`src/rtl/inst_loader.sv`:
```
// Instruction-memory loader: streams D_W-bit words over valid/ready into sequential write addresses from 0.
// Optional trailing XOR checksum word when INST_LOADER_CHECKSUM_EN is defined.
module inst_loader #(
    parameter int A_W = 11,
    parameter int D_W = 9
) (
    input  logic           CLK,
    input  logic           Reset,
    input  logic           Start,
    input  logic [A_W:0]   LoadLen,
    input  logic [D_W-1:0] InData,
    input  logic           InValid,
    output logic           InReady,
    output logic           WrEn,
    output logic [A_W-1:0] WrAddr,
    output logic [D_W-1:0] WrData,
    output logic           Busy,
    output logic           Done,
    output logic           Error,
    output logic [1:0]     dbg_state
);

    // Handshake: a word transfers on a rising edge where InValid and InReady are both 1.
    // InReady is decoded purely from state, so it never depends on InValid.
    typedef enum logic [1:0] {
        IDLE  = 2'd0,
        LOAD  = 2'd1,
        CHECK = 2'd2,
        DONE  = 2'd3
    } state_t;

    localparam logic [A_W:0] MAX_LEN = {1'b1, {A_W{1'b0}}};

    state_t         state, next_state;
    logic [A_W-1:0] ptr;
    logic [A_W:0]   remaining;
    logic [A_W:0]   len_clamped;
    logic           xfer;
    logic           last_xfer;
    state_t         after_load;
    state_t         empty_next;

`ifdef INST_LOADER_CHECKSUM_EN
    assign InReady    = (state == LOAD) || (state == CHECK);
    assign after_load = CHECK;
    assign empty_next = CHECK;
`else
    assign InReady    = (state == LOAD);
    assign after_load = DONE;
    assign empty_next = DONE;
`endif

    assign Busy      = (state != IDLE);
    assign dbg_state = state;

    always_comb begin
        next_state  = state;
        len_clamped = (LoadLen > MAX_LEN) ? MAX_LEN : LoadLen;
        xfer        = InValid && InReady;
        last_xfer   = xfer && (state == LOAD) && (remaining == (A_W+1)'(1));
        case (state)
            IDLE: begin
                if (Start) begin
                    next_state = (len_clamped == '0) ? empty_next : LOAD;
                end
            end
            LOAD: begin
                if (last_xfer) begin
                    next_state = after_load;
                end
            end
            CHECK: begin
                if (xfer) begin
                    next_state = DONE;
                end
            end
            DONE: begin
                next_state = IDLE;
            end
            default: begin
                next_state = IDLE;
            end
        endcase
    end

    always_ff @(posedge CLK) begin
        if (Reset) begin
            state     <= IDLE;
            ptr       <= '0;
            remaining <= '0;
            WrEn      <= 1'b0;
            WrAddr    <= '0;
            WrData    <= '0;
            Done      <= 1'b0;
        end else begin
            state <= next_state;
            WrEn  <= 1'b0;
            Done  <= (state == DONE);
            if ((state == IDLE) && Start) begin
                ptr       <= '0;
                remaining <= len_clamped;
            end
            // The pointer may wrap to 0 after a full-depth load; it is never used afterwards.
            if ((state == LOAD) && xfer) begin
                WrEn      <= 1'b1;
                WrAddr    <= ptr;
                WrData    <= InData;
                ptr       <= ptr + 1'b1;
                remaining <= remaining - 1'b1;
            end
        end
    end

`ifdef INST_LOADER_CHECKSUM_EN
    logic [D_W-1:0] csum;
    logic           err_q;

    always_ff @(posedge CLK) begin
        if (Reset) begin
            csum  <= '0;
            err_q <= 1'b0;
        end else begin
            if ((state == IDLE) && Start) begin
                csum  <= '0;
                err_q <= 1'b0;
            end
            if ((state == LOAD) && xfer) begin
                csum <= csum ^ InData;
            end
            // The checksum word itself is compared but never written.
            if ((state == CHECK) && xfer && (InData != csum)) begin
                err_q <= 1'b1;
            end
        end
    end

    assign Error = err_q;
`else
    assign Error = 1'b0;
`endif

endmodule

```
`config.mk`:
```
export PLATFORM = sky130hd
export DESIGN_NAME = inst_loader
export DESIGN_NICKNAME = d
export VERILOG_FILES = /design/src/rtl/inst_loader.sv
export SDC_FILE = /design/constraint.sdc
export NUM_CORES = 1
export LEC_CHECK = 0
export ABC_CLOCK_PERIOD_IN_PS = 2250
export CORE_AREA = 4 4 97 81
export CTS_CLUSTER_DIAMETER = 30
export DETAILED_ROUTE_END_ITERATION = 8
export DIE_AREA = 0 0 101 85
export GPL_TIMING_DRIVEN = 0
export PLACE_DENSITY = 0.53
export SYNTH_ARGS = -nofsm -noshare
export SYNTH_HDL_FRONTEND = slang
export SYNTH_SLANG_ARGS = --single-unit
```
`constraint.sdc`:
```
create_clock -name CLK -period 2.25 [get_ports CLK]
set_clock_uncertainty 0.1 [all_clocks]
set_input_delay 0.3375 -clock CLK [delete_from_list [all_inputs] [get_ports CLK]]
set_output_delay 0.3375 -clock CLK [all_outputs]
set_load 0.02 [all_outputs]
```
==> results of run 1 <==
-- state kept, by name (all words and copies together), names as in the netlist --
name	count
remaining	12
WrEn	1
Done	1
WrAddr	11
dbg_state	2
WrData	9
ptr	11
-- stage by stage --
| step | setup slack [ps] | hold WS, ps |
|---|---|---|
| after floorplan | 41.62 | 340.8 |
| after global placement | -438.5 | 341.4 |
| after detailed placement | -430.8 | 348.7 |
| after CTS | 23.80 | 361.9 |
| after global routing | 7.156 | 383.1 |
| final | 123.4 | 355.7 |
-- worst reg2reg max path, cell delays in order (launching register included) --
cell and delay, ps:
dfxtp_2 360, inv_1 80, ha_1 270, and2_1 390, nand3_1 240, or3_2 460, a31oi_1 160
-- cell usage after synthesis, types with 2 or more instances --
| cell type | number |
|---|---|
| a211oi_1 | 4 |
| nor2_1 | 18 |
| mux2_2 | 6 |
| a22oi_1 | 2 |
| buf_4 | 2 |
| a21oi_1 | 32 |
| a31oi_1 | 4 |
| or3_1 | 3 |
| o211ai_1 | 2 |
| and3_1 | 2 |
| a221oi_1 | 2 |
| a311oi_1 | 2 |
| nand3_1 | 9 |
| ha_1 | 8 |
| or4_4 | 2 |
| o21ai_0 | 8 |
| and4_1 | 2 |
| or2_2 | 3 |
| buf_1 | 2 |
| or3_2 | 2 |
| nor3_1 | 3 |
| inv_1 | 6 |
| nand2_1 | 49 |
| nor3b_1 | 3 |
| nor4_1 | 6 |
| clkbuf_1 | 12 |
| o2bb2ai_1 | 6 |
| dfxtp_1 | 47 |
| and2_1 | 2 |
| nand4_1 | 2 |
-- path summary, 6_finish.rpt --
kind,start,end,slack (ps),depth (start not counted)
setup / recovery,dbg_state[1],remaining[10],120,6
hold / removal,WrAddr[6],WrAddr[6],360,2
setup reg to reg,dbg_state[1],remaining[10],120,6
hold reg to reg,WrAddr[6],WrAddr[6],360,2
-- per-layer routing --
layer | share of wire, % | wire, µm | track usage [%]
met5 | 0 | 0 | 0
met4 | 1.3 | 76 | 4.831
met3 | 4.5 | 268 | 2.465
met2 | 44 | 2644 | 21.16
met1 | 50 | 3014 | 21.06
-- power groups by stage --
stage          Sequential (mW)  Clock [mW]  Combinational [mW]
2_1_floorplan             1.12           0               0.746
3_3_place_gp              1.10           0                1.16
3_5_place_dp              1.10           0                1.16
4_1_cts                   1.08       0.680                1.18
5_1_grt                   1.11       0.712                1.30
6_report                  1.09       0.655                1.19
-- cell type report --
cell class	instances	area [µm²]	area share [%]
Buffer	15	71.32	2.393
Clock buffer	6	82.58	2.771
Clock inverter	2	35.03	1.175
Inverter	6	22.52	0.7557
Multi-Input combinational cell	197	1214	40.72
Sequential cell	47	943.4	31.65
Tap cell	87	108.9	3.652
Timing Repair Buffer	50	503.0	16.88
-- cell usage in the layout, fill, tap and decap left out, types with 3 or more instances in the layout --
master,count
a31oi_1,4
clkbuf_2,5
nor3_1,3
dfxtp_1,45
nand2_1,49
or3_1,3
nand3_1,8
inv_1,6
clkbuf_1,7
clkdlybuf4s50_1,49
o2bb2ai_1,6
clkbuf_8,6
or2_2,3
nor4_1,5
a211oi_1,3
o21ai_0,8
ha_1,8
mux2_2,6
nor2_1,18
a21oi_1,32
-- timing repair --
item,4_1_cts,5_1_grt
resized for setup,9,5
hold buffers,0,0
cloned,0,0
endpoints found under the setup margin,31,19
-- cells by family (layout without fill, tap and decap cells) --
logic type / Yosys count / after routing / synth area share (%)
XOR/XNOR: 1 / 1 / 0.3953
multiplexers: 6 / 6 / 3.049
other: 1 / 1 / 0.1692
AND/OR/NAND/NOR: 112 / 112 / 24.96
flip-flops: 47 / 47 / 42.46
AO/OA/AOI/OAI: 69 / 69 / 20.38
adder cells (fa/ha/maj): 8 / 8 / 4.517
buffers and inverters: 22 / 79 / 4.065
==> flow_metrics.py, run 1 <==
metrics = {
    "grt": {
        "grt_pass1_vias": 1896,
        "antenna_found_initial": 0,
        "grt_pass1_wl_um": 9798,
        "grt_overflow_total": 0,
        "grt_usage_pct": 14.36,
        "grt_max_degree": 15,
    },
    "power": {
        "combPwrFrac_pct": 40.6,
        "intPower_mw": 1.833,
        "power.share.clock_pct": 22.3,
        "p_leak_nw": 1.041,
        "switching_share_pct": 37.51,
        "ir_worst_vdd_uv": 353.1,
        "total_power_mw": 2.934,
        "switchingPower_mw": 1.100,
        "powerDensity_mw_per_mm2": 984.3,
        "seq_power_share_pct": 37.1,
    },
    "routing": {
        "totalWireLength_um": 6003,
        "wl_per_cell_um": 14.64,
        "drtPass1Iterations": 4,
        "via_per_inst": 5.102,
        "drt_iter0_drc": 120,
        "vias": 2092,
        "remaining_drc_errors": 0,
        "ant_nets": 0,
    },
    "synth": {
        "synth_nets": 299,
        "synth_edf_count": 0,
        "ys_async_sr_fraction_pct": 0,
        "ys_ff_latch": 47,
        "syn_area_mm2": 0.002216,
        "ys_types": 45,
        "synth_top_area_share_pct": 42.46,
        "synth_ff_type": "dfxtp_1",
        "synth.area.top_cells": "dfxtp_1, nand2_1, a21oi_1, ha_1, nor2_1",
        "seq_area_frac_synth_pct": 42.46,
        "syn_inst": 266,
        "ys_warn_count": 0,
        "yosysTopAreaCell": "dfxtp_1",
        "avgSynthCellArea_um2": 8.330,
    },
    "clock_network": {
        "cts_root_buf": "clkbuf_8",
        "postCtsSetupBuffers": 0,
        "htree_levels": 2,
        "cts_inserted_buffers": 5,
        "clkTransAtPathRegs_ps": 90,
        "cts_tree": "yes",
        "cts.sinks": 47,
        "clkLatencyLatePin_ps": 310,
        "clock_path_buffers": 2,
    },
    "floorplan": {
        "die_h_um": 85,
        "rows": 27,
        "io_pins": 52,
        "initial_core_util_pct": 32.63,
        "die-area_mm2": 0.008585,
        "coreArea_mm2": 0.006790,
        "die_w_um": 101,
    },
    "setup_path": {
        "worstSetupPathType": "reg2reg",
        "crit_chain": "inv_1 > ha_1 > and2_1 > nand3_1 > or3_2 > a31oi_1",
        "crit_fanout": 10,
        "setup.worst_path.start_class": "register",
        "arrival_ps": 2260,
        "critical-path-top-delay-family": "simple AND/OR/NAND/NOR gates",
        "path_buf_inv": 1,
        "cp.required_ps": 2390,
        "cpPeakStageDelay_ps": 460,
        "crit_path_top_delay_cell": "or3_2",
        "endpoint_kind": "register",
    },
    "finish": {
        "antennaDiodeCount": 0,
        "final_cells": 410,
        "final_nets": 355,
        "num-fill-cells": 684,
        "final_core_util_pct": 43.89,
        "drive_gt1_share_pct": 12.07,
        "final_cell_area_mm2": 0.002980,
        "area_growth_pct": 34.50,
    },
    "min_path": {
        "worstHoldPathType": "reg2reg",
    },
    "sta": {
        "setup_viol": 0,
        "slew_headroom_pct": 49.16,
        "maxSlewViolCount": 0,
        "worstMarginPinSlew_ps": 762.7,
        "hold_viol": 0,
        "rsz0062_at_grt": "false",
        "clock.fmax_mhz": 470.2,
        "fin_crit_ps": 2127,
        "fin_crit_sh_pct": 94.51,
        "fin_setup_tns_ps": 0,
    },
    "placed_design": {
        "place_area_mm2": 0.002825,
        "dpl.hpwl_um": 4402,
        "gp_congestion": 0.8089,
        "io_buffers": 50,
        "dp.cells": 403,
    },
    "job": {
        "cap_violations": 0,
    },
    "status": {
        "outcome": "complete, no violations",
    },
}
(Power assumes the default switching activity.)
==> run 2: changes to the inputs <==
--- a/config.mk
+++ b/config.mk
@@ -6,10 +6,10 @@
 export NUM_CORES = 1
 export LEC_CHECK = 0
 export ABC_CLOCK_PERIOD_IN_PS = 2250
-export CORE_AREA = 4 4 97 81
+export CORE_AREA = 2 2 95 79
 export CTS_CLUSTER_DIAMETER = 30
 export DETAILED_ROUTE_END_ITERATION = 8
-export DIE_AREA = 0 0 101 85
+export DIE_AREA = 0 0 97 81
 export GPL_TIMING_DRIVEN = 0
 export PLACE_DENSITY = 0.53
 export SYNTH_ARGS = -nofsm -noshare
==> flow_metrics.py, run 2 (synthesis gave the netlist of run 1 again) <==
metrics = {
    "finish": {
        "top_regs": "remaining (12), WrAddr (11), ptr (11)",
        "final_cell_area_mm2": 0.002989,
        "final_nets": 355,
        "antennaDiodeCount": 0,
        "largest_reg_flops": 12,
        "final_common_cell": "clkdlybuf4s50_1",
        "final_cell_mix": "clkdlybuf4s50_1, nand2_1, dfxtp_1",
        "area_growth_pct": 34.90,
        "top_register": "remaining",
        "final_cells": 413,
        "drive_gt1_share_pct": 12.38,
    },
    "floorplan": {
        "coreArea_mm2": 0.007042,
        "rows": 28,
        "die_h_um": 81,
        "die-area_mm2": 0.007857,
        "io_pins": 52,
        "initial_core_util_pct": 31.47,
        "die_w_um": 97,
    },
    "clock_network": {
        "clkTransAtPathRegs_ps": 90,
        "cts_inserted_buffers": 5,
        "htree_levels": 2,
        "cts_tree": "yes",
        "clkLatencyLatePin_ps": 300,
        "cts_root_buf": "clkbuf_8",
        "cts.sinks": 47,
        "clock_path_buffers": 2,
    },
    "min_path": {
        "min_path_cells": 2,
        "worstHoldPathType": "reg2reg",
    },
    "grt": {
        "grt_usage_pct": 14.76,
        "grt_max_degree": 15,
        "grt_pass1_vias": 1929,
        "grt_pass1_wl_um": 9411,
        "antenna_found_initial": 0,
        "grt_overflow_total": 0,
    },
    "sta": {
        "fin_crit_ps": 2171,
        "fin_crit_sh_pct": 96.50,
        "worstMarginPinSlew_ps": 702.1,
        "setup_viol": 0,
        "rsz0062_at_grt": "false",
        "hold_viol": 0,
        "maxSlewViolCount": 0,
        "clock.fmax_mhz": 460.6,
        "slew_headroom_pct": 53.19,
    },
    "power": {
        "switchingPower_mw": 1.091,
        "power.share.clock_pct": 22.3,
        "powerDensity_mw_per_mm2": 983.1,
        "seq_power_share_pct": 37.0,
        "intPower_mw": 1.847,
        "combPwrFrac_pct": 40.7,
        "p_leak_nw": 1.034,
        "ir_worst_vdd_uv": 385.5,
        "switching_share_pct": 37.14,
    },
    "placed_design": {
        "dpl.hpwl_um": 4232,
        "gp_congestion": 0.8237,
        "place_area_mm2": 0.002829,
        "dp.cells": 406,
        "io_buffers": 50,
    },
    "routing": {
        "drtPass1Iterations": 4,
        "ant_nets": 0,
        "drt_iter0_drc": 75,
        "vias": 2090,
        "via_per_inst": 5.061,
        "wl_per_cell_um": 14.08,
        "totalWireLength_um": 5815,
        "remaining_drc_errors": 0,
    },
    "job": {
        "cap_violations": 0,
    },
    "setup_path": {
        "arrival_ps": 1730,
        "crit_fanout": 6,
        "r2r_cells": 7,
        "endpoint_kind": "output pin",
        "setup.worst_path.start_class": "register",
        "cp.required_ps": 1810,
        "worstSetupPathType": "reg2out",
    },
    "status": {
        "outcome": "complete, no violations",
    },
}
[run 2: changes by cell type in the layout (fill, tap and decap cells not counted)]
cell / change
and2_1: -1
and2_2: +1
clkdlybuf4s50_1: +1
dlymetal6s2s_1: -1
nor3b_2: -1
nor3b_4: +1
[run 2: path summary, 6_finish.rpt]
kind,startpoint,endpoint,slack (ps)
worst max register to register,dbg_state[1],WrAddr[5],190
worst max-delay path,dbg_state[0],Busy,80
worst min-delay path,WrData[2],WrData[2],350
worst min register to register,WrData[2],WrData[2],350
[run 2: layer usage]
metal  GRT usage [%]  share of wire [%]  vias up
met5               0                  0        -
met4           4.789                1.6        0
met3           3.098                3.6       11
met2           22.99                 44       35
met1           20.57                 51      978
li1                -                  -     1066
[run 2: layout make-up]
type / count / area, µm²
sequential: 47 / 943.4
clock inverter: 2 / 35.03
tap: 90 / 112.6
inverter: 6 / 22.52
timing repair buffer: 50 / 500.5
clock buffer: 6 / 82.58
buffer: 15 / 71.32
fill: 721 / 4053
multi-input combinational: 197 / 1221
[run 2: through the flow]
step	power [mW]	util [%]	hold slack, ps	worst slack (ps)	TNS, ps
final	2.939	42.45	354.4	78.83	0
after global routing	3.137	42.45	381.1	2.649	0
after CTS	2.935	42.31	359.8	11.15	0
after detailed placement	2.251	40.17	346.9	-423.4	-11090
after global placement	2.244	40.17	342.4	-428.2	-10830
after floorplan	1.865	-	340.8	41.62	0
[run 2: critical path, cell delays in order, from the launching register on]
cell	delay (ps)
dfxtp_2	390
inv_1	70
ha_1	260
inv_1	100
clkdlybuf4s50_1	600
[run 2: timing repair]
| action | 4_1_cts | 5_1_grt |
|---|---|---|
| buffers inserted | 0 | 0 |
| hold buffers | 0 | 0 |
| endpoints found under the setup margin | 30 | 24 |
| resized for setup | 11 | 4 |
[run 2: power groups by stage]
| stage | Clock (mW) | Combinational (mW) | Sequential (mW) |
|---|---|---|---|
| floorplan | 0 | 0.746 | 1.12 |
| global placement | 0 | 1.15 | 1.09 |
| detailed placement | 0 | 1.16 | 1.10 |
| CTS | 0.670 | 1.18 | 1.08 |
| global route | 0.711 | 1.32 | 1.11 |
| finish | 0.655 | 1.20 | 1.09 |
==> run 3: changes to the inputs <==
--- a/config.mk
+++ b/config.mk
@@ -7,7 +7,7 @@
 export LEC_CHECK = 0
 export ABC_CLOCK_PERIOD_IN_PS = 2250
 export CORE_AREA = 2 2 95 79
-export CTS_CLUSTER_DIAMETER = 30
+export CTS_CLUSTER_DIAMETER = 150
 export DETAILED_ROUTE_END_ITERATION = 8
 export DIE_AREA = 0 0 97 81
 export GPL_TIMING_DRIVEN = 0
==> results of run 3 <==
No change in the layout: final DEF, timing and power equal those of run 2.
==> edit 1 (flow settings as in run 1) <==
Change the parameter `D_W` from 9 to 10.
--- a/src/rtl/inst_loader.sv
+++ b/src/rtl/inst_loader.sv
@@ -4,3 +4,3 @@
     parameter int A_W = 11,
-    parameter int D_W = 9
+    parameter int D_W = 10
 ) (
Ports: changed (resized InData and WrData); port bits go from 52 to 54. No check against the original RTL was run, so the function may have changed too.
==> edit 1 against run 1 <==
- combinational power fell by 8%
- sequential cell count grew 1
- sequential share of layout area up 0.21 points
- final area is 1.2% higher
- utilization grew 0.52 points
- highest routed layer unchanged
- synthesized area up 1.4%
- largest cell class unchanged
- worst setup slack worse by 34 ps
- total power shrank 2.7%
- routed wire length decreased by 0.43%
- critical path depth shrank 3
- synthesized cell count rose by 2.3%
==> edit 1: results (changes against run 1) <==
metric;value;unit;change
status;complete, no violations;;
final.fill_count;693;;+1.3%
clockNetworkAreaShare;0.0402;;+0.000786
drt-total-wl;5980;um;-0.43%
synthAdderAreaFrac;0.0445;;-0.000629
drive_gt1_frac;0.0964;;-0.0244
regToRegSetupSlack;160;ps;+40 ps
inv_count;7;;+1
slowest_delay;640;ps;+180 ps
vias_per_cell;5.06;;-0.74%
gp_congestion;0.774;;-4.3%
hold_path.startpoint;WrAddr[4];;
track_usage;0.143;;-0.000582
endpoint;InReady;;
seq_area_frac_synth;0.428;;+0.00300
grt.met3_usage;0.0370;;+0.0123
use_met2;0.218;;+0.00658
io_buffers;52;;+4.0%
slowest_stage;clkdlybuf4s50_1;;
crit_arrival;1720;ps;-540 ps
met1_usage;0.198;;-0.0123
grt_pass1_wl;9890;um;+0.98%
synthMuxAreaShare;0.0351;;+0.00459
multi_input_area;1210;um^2;+0.10%
nMultiInputCombCells;204;;+3.6%
r2r_cells;7;;+1
regToRegEndpoint;remaining[11];;
syn-num-nets;306;;+2.3%
synth_cell_types;44;;-2.2%
swShare;0.369;;-0.00588
p_leak;1.04;nW;-0.28%
htree_levels;2;;unchanged
route.met2.wl;2570;um;-2.9%
combPwrFrac;0.384;;-0.022
met3_length;283;um;+5.6%
synth_compound_area_frac;0.200;;-0.00339
synth_commonest_cells;nand2_1, dfxtp_1, a21oi_1;;
top_regs;remaining x12, WrAddr x11, ptr x11;;
first_iter_violations;68;;-43%
seqPwrFrac;0.382;;+0.011
cpLargestDelayFamily;buffers and inverters;;
synth_xor_area_frac;0;;-0.00395
tightest_slew;549;ps;-214 ps
nets;365;;+2.8%
crit_fanout;8;;-2
dp_hpwl;4380;um;-0.41%
hold_end;WrAddr[4];;
buffer_area_frac;0.193;;+0.000666
regArea;961;um^2;+1.9%
grt_pass1_vias;2057;;+8.5%
insertion_delay;310;ps;about the same
ys_ff_latch;48;;+2.1%
grt_max_degree;16;;+1
synth_area_leaders;dfxtp_1, nand2_1, a21oi_1;;
met1_length;3050;um;+1.2%
path_class;reg -> out;;
-- edit 1: cell count changes after synthesis, moves of 3 or more --
cell	change
a21oi_1	+5
buf_2	+4
clkbuf_1	-4
nand2_1	+4
o21ai_0	+4
a211oi_1	-3
a22oi_1	+3
nand3_1	-3
nor4_1	-3
o2bb2ai_1	-3
-- edit 1: per-stage QoR --
| stage | worst slack (ps) | std cells | hold slack (ps) | cell area, um^2 | utilization |
|---|---|---|---|---|---|
| after floorplan | 219 | 272 | 341 | 2250 | - |
| after global placement | -104 | 411 | 344 | 2880 | 0.424 |
| after detailed placement | -84.9 | 411 | 347 | 2880 | 0.424 |
| after CTS | 1.58 | 419 | 360 | 3010 | 0.443 |
| after global routing | -2.05 | 419 | 375 | 3020 | 0.444 |
| final | 89.4 | 419 | 357 | 3020 | 0.444 |
-- edit 1: what timing repair did --
action                                  CTS  global route
endpoints found under the setup margin   24            30
hold buffers                              0             0
resized for setup                         5             4
==> edit 2 (flow settings as in run 1) <==
Made on the original files. Register the output `dbg_state` once more, cleared by the reset; this adds one clock of latency there. The other outputs are not delayed to match.
--- a/src/rtl/inst_loader.sv
+++ b/src/rtl/inst_loader.sv
@@ -53,3 +53,9 @@
     assign Busy      = (state != IDLE);
-    assign dbg_state = state;
+    always_ff @(posedge CLK) begin
+        if (Reset) begin
+            dbg_state <= '0;
+        end else begin
+            dbg_state <= state;
+        end
+    end
 
Behaviour: not the same (a bounded check fails within 4 cycles, from zero or initial values and one cycle with Reset high).
==> edit 2 against run 1 <==
- global-route usage grew 0.13 points
- combinational power shrank 12%
- first-iteration DRC count grew 18%
- final area grew 0.29%
- sequential cell count grew 2
- routed wire length shrank 1.5%
- sequential share of layout area grew 1.2 points
- worst setup slack lost 43 ps
- total power shrank 3.7%
- synthesized area grew 1.4%
- largest cell class unchanged
- largest power group is now registers
==> edit 2: results (changes against run 1) <==
metric;value;unit;change
first_iter_violations;141;;+18%
ys_dominant_reg_cell;dfxtp_1;;
swShare;0.367;;-0.00808
cts.clk_slew.worst_paths;100;ps;
grt_max_degree;16;;+1
dp_hpwl;4390;um;-0.38%
antennaDiodeCount;0;;unchanged
antenna_found_initial;0;;unchanged
stdcell_count;410;;unchanged
hold_violations;0;;unchanged
place_ws;-73.7;ps;+357 ps
hold_buffers;0;;unchanged
htree_levels;2;;unchanged
regToRegEndpoint;remaining[9];;
drt_pass1_iterations;4;;unchanged
seq_area_frac_synth;0.437;;+0.0119
synth_commonest_cells;nand2_1, dfxtp_1, a21oi_1;;
cts_buffer_depth;2;;unchanged
crit_arrival;1730;ps;-530 ps
grt.met3_usage;0.0255;;+0.000822
hold_end;dbg_state[0];;
synth_cell_types;46;;+2.2%
use_met2;0.215;;+0.00359
syn-num-nets;299;;unchanged
io_buffers;49;;-2.0%
internal_power;0.00179;W;-2.5%
tightest_slew;599;ps;-163 ps
gp_congestion;0.837;;+3.5%
insertion_delay;300;ps;
path_class;reg -> out;;
vias_per_cell;5.12;;+0.33%
syn_inst;266;;unchanged
met1_usage;0.216;;+0.00542
p_seq;0.00112;W;
p_leak;1.05;nW;+1.1%
place_inst;402;;-0.25%
hp-class;in -> reg;;
nets;355;;unchanged
crit_fanout;7;;-3
track_usage;0.145;;+0.00129
max-vdd-ir-drop;0.354;mV;+0.29%
synth_warnings;0;;unchanged
async_flop_share;0;;unchanged
p_clk;0.000664;W;+1%
drt-wirelength-per-cell;14.4;um;-1.5%
hold_path.startpoint;Reset;;
top_regs;remaining x12, WrAddr x11, ptr x11;;
regToRegSetupSlack;190;ps;+70 ps
cts_setup_buffers;0;;unchanged
cts_buffers;5;;unchanged
drive_gt1_frac;0.0867;;-0.0341
synth_area_leaders;dfxtp_1, nand2_1, a21oi_1;;
grt_pass1_wl;10000;um;+2.0%
grt_pass1_vias;1976;;+4.2%
r2r_cells;7;;+1
worstReg2RegStart;state[1];;
clockRootBuffer;clkbuf_8;;
status;complete, no violations;;
post_dp_cell_area;2850;um^2;+0.75%
[edit 2: how the worst max path moves through the flow]
stage                              end  cells after the start
final                          InReady                      3
after global routing      remaining[9]                      7
after CTS                 remaining[0]                      6
after detailed placement     WrAddr[8]                      6
after global placement    remaining[0]                      5
after floorplan                 ptr[9]                      7
[edit 2: cells by family (layout without fill, tap and decap cells)]
family	after synthesis	in the layout	share of synthesized area
simple gates	114	114	0.261
compound gates	69	69	0.191
flops	49	49	0.437
buf+inv	19	76	0.0367
fa+ha+maj	8	8	0.0445
mux	5	5	0.0251
other cells	1	1	0.00167
xor+xnor	1	1	0.00390
[edit 2: layout make-up]
type	instances	area, um^2
Fill cell	678	3800
Buffer	14	67.6
Multi-Input combinational cell	198	1200
Clock inverter	2	37.5
Timing Repair Buffer	49	489
Inverter	5	18.8
Sequential cell	49	981
Tap cell	87	109
Clock buffer	6	82.6
[edit 2: routing by layer]
metal / wire length, um / share of wire / vias up
met5: 0 / 0 / -
met1: 2960 / 0.50 / 986
li1: - / - / 1062
met3: 278 / 0.047 / 5
met4: 56 / 0.0095 / 0
met2: 2620 / 0.44 / 46
[edit 2: worst max-delay path, cell delays in order, from the launching register on]
cell and delay (ps):
dfxtp_1 360, inv_1 130, ha_2 300, clkdlybuf4s50_1 640
[edit 2: through the flow]
stage | hold WS, ps | utilization
final | 304 | 0.440
after floorplan | 341 | -
after global routing | 337 | 0.440
after CTS | 287 | 0.437
after global placement | 346 | 0.419
after detailed placement | 346 | 0.419
[edit 2: what timing repair did]
action                                  in CTS  in global routing
pin swaps                                    0                  0
gates resized for setup                      1                 10
endpoints found under the setup margin       1                 31
